<file path="config.mk">
export PLATFORM = sky130hd
export DESIGN_NAME = tx_fifo_ctrl
export DESIGN_NICKNAME = d
export VERILOG_FILES = /design/src/rtl/tx_fifo_ctrl.sv
export SDC_FILE = /design/constraint.sdc
export NUM_CORES = 1
export LEC_CHECK = 0
export ABC_AREA = 0
export CELL_PAD_IN_SITES_DETAIL_PLACEMENT = 1
export CELL_PAD_IN_SITES_GLOBAL_PLACEMENT = 2
export CORE_MARGIN = 8
export CORE_UTILIZATION = 46
export CTS_BUF_LIST = sky130_fd_sc_hd__clkbuf_2 sky130_fd_sc_hd__clkbuf_4 sky130_fd_sc_hd__clkbuf_8
export CTS_CLUSTER_DIAMETER = 150
export DETAILED_ROUTE_END_ITERATION = 8
export PLACE_DENSITY = 0.84
export SLEW_MARGIN = 20
export SYNTH_ARGS = -nofsm -noshare
export SYNTH_HDL_FRONTEND = slang
export SYNTH_SLANG_ARGS = --single-unit
</file>
<file path="constraint.sdc">
create_clock -name clock -period 2.85 [get_ports clock]
set_input_delay 0.4275 -clock clock [delete_from_list [all_inputs] [get_ports clock]]
set_output_delay 0.4275 -clock clock [all_outputs]
set_load 0.005 [all_outputs]
</file>
<file path="src/rtl/tx_fifo_ctrl.sv">
// tx_fifo_ctrl: transmit-side byte FIFO and launch controller for the APB-UART.
// Bytes written from the APB side are queued in a circular buffer and handed
// one at a time to the UART transmitter. The next byte is launched only after
// the transmitter has acknowledged (tx_active) and then finished (tx_done
// rising edge) the current one.
//
// Ports:
//   clock, reset         system clock, asynchronous active-high reset
//   wr_en, wr_data       push a byte (dropped and flagged as overrun when full)
//   tx_enable            allows new launches; pushes are unaffected
//   clr_err              clears the sticky overrun / timeout_err flags
//   tx_active, tx_done   transmitter status, asynchronous to clock
//   tx_send, tx_data     launch strobe and byte to the transmitter
//   full, empty, count   registered occupancy
//   tx_busy              controller is not idle
//   overrun, timeout_err sticky error flags
module tx_fifo_ctrl #(
  parameter int unsigned DEPTH       = 16,
  parameter int unsigned ACK_TIMEOUT = 4095
) (
  input  logic                     clock,
  input  logic                     reset,
  input  logic                     wr_en,
  input  logic [7:0]               wr_data,
  input  logic                     tx_enable,
  input  logic                     clr_err,
  input  logic                     tx_active,
  input  logic                     tx_done,
  output logic                     tx_send,
  output logic [7:0]               tx_data,
  output logic                     full,
  output logic                     empty,
  output logic [$clog2(DEPTH):0]   count,
  output logic                     tx_busy,
  output logic                     overrun,
  output logic                     timeout_err
);

  localparam int unsigned AW = $clog2(DEPTH);
  localparam int unsigned TW = $clog2(ACK_TIMEOUT + 1);
  localparam logic [TW-1:0] TMR_LAST = TW'(ACK_TIMEOUT - 1);
  localparam logic [AW:0]   CNT_FULL = (AW + 1)'(DEPTH);

  typedef enum logic [2:0] {
    IDLE,
    LOAD,
    SEND,
    WAIT_ACT,
    WAIT_DONE
  } state_e;

  state_e          state_q, state_d;
  logic [7:0]      mem_q [DEPTH];
  logic [AW-1:0]   wptr_q, wptr_d;
  logic [AW-1:0]   rptr_q, rptr_d;
  logic [AW:0]     count_q, count_d;
  logic            full_q, full_d;
  logic            empty_q, empty_d;
  logic [TW-1:0]   tmr_q, tmr_d;
  logic            send_q, send_d;
  logic [7:0]      data_q, data_d;
  logic            overrun_q, overrun_d;
  logic            timeout_q, timeout_d;

  logic            act_m_q, act_s_q;
  logic            done_m_q, done_s_q, done_q;

  logic            push, pop, done_rise, timeout_hit;

  always_comb begin
    state_d     = state_q;
    rptr_d      = rptr_q;
    send_d      = send_q;
    data_d      = data_q;
    tmr_d       = tmr_q;
    timeout_hit = 1'b0;

    push      = wr_en && !full_q;
    pop       = (state_q == LOAD);
    done_rise = done_s_q && !done_q;
    wptr_d    = push ? wptr_q + 1'b1 : wptr_q;

    unique case (state_q)
      IDLE: begin
        if (tx_enable && !empty_q) begin
          state_d = LOAD;
          // Capture on entry so tx_data is already valid during LOAD and
          // stays stable until the controller is back in IDLE.
          data_d  = mem_q[rptr_q];
        end
      end
      LOAD: begin
        rptr_d  = rptr_q + 1'b1;
        send_d  = 1'b1;
        state_d = SEND;
      end
      SEND: begin
        tmr_d   = '0;
        state_d = WAIT_ACT;
      end
      WAIT_ACT: begin
        if (act_s_q) begin
          send_d  = 1'b0;
          state_d = WAIT_DONE;
        end else if (tmr_q == TMR_LAST) begin
          // Byte is abandoned; it has already left the FIFO.
          send_d      = 1'b0;
          timeout_hit = 1'b1;
          state_d     = IDLE;
        end else begin
          tmr_d = tmr_q + 1'b1;
        end
      end
      WAIT_DONE: begin
        if (done_rise) state_d = IDLE;
      end
      default: state_d = IDLE;
    endcase

    unique case ({push, pop})
      2'b10:   count_d = count_q + 1'b1;
      2'b01:   count_d = count_q - 1'b1;
      default: count_d = count_q;
    endcase
    full_d  = (count_d == CNT_FULL);
    empty_d = (count_d == '0);

    // Setting has priority over clearing.
    overrun_d = (wr_en && full_q) ? 1'b1 : (clr_err ? 1'b0 : overrun_q);
    timeout_d = timeout_hit       ? 1'b1 : (clr_err ? 1'b0 : timeout_q);
  end

  always_ff @(posedge clock or posedge reset) begin
    if (reset) begin
      state_q   <= IDLE;
      wptr_q    <= '0;
      rptr_q    <= '0;
      count_q   <= '0;
      full_q    <= 1'b0;
      empty_q   <= 1'b1;
      tmr_q     <= '0;
      send_q    <= 1'b0;
      data_q    <= '0;
      overrun_q <= 1'b0;
      timeout_q <= 1'b0;
      act_m_q   <= 1'b0;
      act_s_q   <= 1'b0;
      done_m_q  <= 1'b0;
      done_s_q  <= 1'b0;
      done_q    <= 1'b0;
    end else begin
      state_q   <= state_d;
      wptr_q    <= wptr_d;
      rptr_q    <= rptr_d;
      count_q   <= count_d;
      full_q    <= full_d;
      empty_q   <= empty_d;
      tmr_q     <= tmr_d;
      send_q    <= send_d;
      data_q    <= data_d;
      overrun_q <= overrun_d;
      timeout_q <= timeout_d;
      act_m_q   <= tx_active;
      act_s_q   <= act_m_q;
      done_m_q  <= tx_done;
      done_s_q  <= done_m_q;
      done_q    <= done_s_q;
    end
  end

  // Storage carries no reset; stale contents are unreachable once the
  // pointers and count are cleared.
  always_ff @(posedge clock) begin
    if (push) mem_q[wptr_q] <= wr_data;
  end

  assign tx_send     = send_q;
  assign tx_data     = data_q;
  assign full        = full_q;
  assign empty       = empty_q;
  assign count       = count_q;
  assign tx_busy     = (state_q != IDLE);
  assign overrun     = overrun_q;
  assign timeout_err = timeout_q;

endmodule

</file>
==> impl_metrics.env, run 1 <==
export IMPL_status="finished, final reports clean"
export IMPL_place_hpwl_mm=10.24
export IMPL_max_freq_ghz=0.3967
export IMPL_route_detailed_drc=0
export IMPL_dp_cells=715
export IMPL_clkLatencyLatePin_ns=0.47
export IMPL_synth_top_area_share_pct=52.49
export IMPL_wirelength_mm=16.07
export IMPL_viasPerCell=5.592
export IMPL_clkSlewWorstSetupHoldPaths_ns=0.10
export IMPL_syn_num_nets=492
export IMPL_cts_buffer_depth=2
export IMPL_leakage_nw=2.962
export IMPL_synth_commonest_cells="128 x edfxtp_1, 45 x dfrtp_1, 22 x mux4_2, 22 x nand2_1, 22 x nor2_1"
export IMPL_crit_path_cell_trace="nand2b_1 > nor2_1 > ha_1 > xor2_1 > ha_1 > o21ai_0 > o2bb2ai_1 > a2111oi_2 > xor2_1 > nor3b_1"
export IMPL_rsz0062_at_grt="no"
export IMPL_grt_overflow_total=0
export IMPL_finish_utilization_pct=53.46
export IMPL_yosysTopAreaCell="edfxtp_1"
export IMPL_ys_dominant_reg_cell="edfxtp_1"
export IMPL_syn_inst=467
export IMPL_worst_slack_ns=0.3293
export IMPL_die_h_um=142.2
export IMPL_antenna_found_initial=0
export IMPL_core_region_area_um2=15710
export IMPL_wl_per_cell_um=21.51
export IMPL_finalNonFillerCells=747
export IMPL_ys_types=54
export IMPL_gp_congestion=0.7762
export IMPL_total_power_mw=7.925
export IMPL_tightest_slew_ns=0.6294
export IMPL_critPathMaxFanout=6
export IMPL_htree_levels=4
export IMPL_maxCapViolations=0
export IMPL_ir_worst_vdd_mv=0.4424
export IMPL_yosys_warnings=0
export IMPL_critPathMaxStageDelay_ns=0.44
export IMPL_final_nets=543
export IMPL_cts_hold_buf=0
export IMPL_cts_buffers=17
export IMPL_cts_resized=0
export IMPL_cts_setup_buffers=0
export IMPL_antenna_left=0
export IMPL_crit_type="reg -> reg"
export IMPL_cpMaxStageDelayCell="dfrtp_1"
export IMPL_rr_worst_depth=10
export IMPL_maxSlewViolCount=0
export IMPL_drt_pass1_iter_count=5
export IMPL_die_w_um=142.2
export IMPL_grt_util_all_layers_pct=17.04
export IMPL_maxSlewHeadroom_pct=57.91
export IMPL_placementRows=46
export IMPL_synth_seq_cells=174
export IMPL_io_pins=34
export IMPL_diodes=0
export IMPL_min_path_type="in -> async"
export IMPL_reg2reg_from="state_q[2]"
export IMPL_vias=4177
export IMPL_clock_sinks=174
export IMPL_netlist_area_um2=7323
export IMPL_powerDensity_nw_per_um2=943.4
export IMPL_numPortBuffers=33
export IMPL_ys_seq_area_share_pct=68.22
export IMPL_start_kind="flop"
export IMPL_grt_pass1_wl_mm=25.66
export IMPL_crit_start="state_q[2]"
export IMPL_finalHoldViolCount=0
export IMPL_end_kind="flop"
export IMPL_worstPathArrival_ns=2.92
export IMPL_clock_skew_ns=0.01449
export IMPL_area_delta_synth_final_pct=14.71
export IMPL_grt_pass1_vias=4565
export IMPL_period_share_pct=88.45
export IMPL_setup_violations_final=0
export IMPL_syn_area_per_cell_um2=15.68
export IMPL_final_layout_size_suffix_gt1_share_pct=18.83
export IMPL_cts_root_buf="clkbuf_8"
export IMPL_dp_slack_ns=-0.06990
export IMPL_cts_tree="yes"
export IMPL_fp_dieArea_um2=20210
export IMPL_critPathRequiredTime_ns=3.25
export IMPL_setup_tns_ns=0
export IMPL_synth_area_leaders="edfxtp_1 52%, dfrtp_1 15%, mux4_2 6.8%, mux2_2 3.1%, mux2i_1 1.9%"
export IMPL_start_util_pct=46.61
export IMPL_drtIter0Drc=212
export IMPL_synth_edff_count=128
export IMPL_synth_most_common_cell="edfxtp_1"
export IMPL_finalCriticalPeriod_ns=2.521
export IMPL_grt_max_degree=46
export IMPL_ys_async_sr_fraction_pct=26.44
worst paths after layout:
check,endpoint,slack (ns)
worst max-delay path,full,0.33
max in group asynchronous,rptr_q[0],2.08
worst max register to register,full,0.33
min in group clock,act_s_q,0.36
worst min-delay path,done_m_q,0.18
worst min register to register,act_s_q,0.36
cells in the final DEF, fill, tap and decap left out, types with 7 or more instances in the layout:
cell type and instances:
a21oi_1 17, a221o_1 9, and2_1 20, buf_4 19
clkbuf_8 17, clkdlybuf4s50_1 33, clkinv_8 7, dfrtp_1 44
edfxtp_1 128, ha_1 10, inv_1 9, mux2_2 20
mux2i_1 14, mux4_2 22, nand2_1 22, nor2_1 22
nor3_1 11, o21ai_0 18, xnor2_1 7
flip-flops by register name (all words and copies together), names as in the netlist, 3 cells and up:
register / count
mem_q: 128
tx_data: 8
rptr_q: 4
count: 5
state_q: 3
tmr_q: 12
wptr_q: 4
cell type report:
cell class | count | area (um2)
clock buffer | 17 | 234.0
clock inverter | 15 | 190.2
inverter | 10 | 37.54
tap | 216 | 270.3
timing repair buffer | 53 | 493.0
multi-input combinational | 262 | 2178
fill | 1530 | 7312
sequential | 174 | 4997
power breakdown:
group	internal [mW]	switching, mW	leakage, nW
clock	0.679	1.06	0.212
sequential	3.13	0.269	1.73
combinational	1.33	1.45	1.02
cells by family after synthesis:
group           Yosys count  share of synthesized area, %
flops                   174                         68.22
simple gates            110                         8.013
compound gates           74                         6.835
mux                      56                         11.75
buf+inv                  31                         2.033
xor+xnor                 12                         1.435
fa+ha+maj                10                         1.709
critical path, delay by kind of cell, from the launching register on:
| family | cells | cell delay (ns) |
|---|---|---|
| AO/OA/AOI/OAI | 3 | 0.53 |
| XOR/XNOR | 2 | 0.43 |
| adder cells (fa/ha/maj) | 2 | 0.45 |
| flip-flops | 1 | 0.44 |
| AND/OR/NAND/NOR | 3 | 0.60 |
layer usage:
metal / track usage (%) / share of wire, % / vias to the layer above
met5: 0 / 0 / -
met4: 5.992 / 1.3 / 0
met3: 3.623 / 3.0 / 20
met2: 29.73 / 52 / 60
met1: 20.45 / 43 / 2187
li1: - / - / 1910
stage by stage:
step	cell area [um2]	hold WS, ns
after floorplan	7323	0.3312
after global placement	7976	0.3347
after detailed placement	7976	0.3412
after global routing	8401	0.1718
after CTS	8401	0.1539
final	8401	0.1791
(Power assumes the default switching activity.)
==> run 2, diff against run 1 <==
- HOLD_SLACK_MARGIN: default -> 0.03
==> results of run 2 <==
The final DEF is identical to that of run 1; final timing and power are the same.
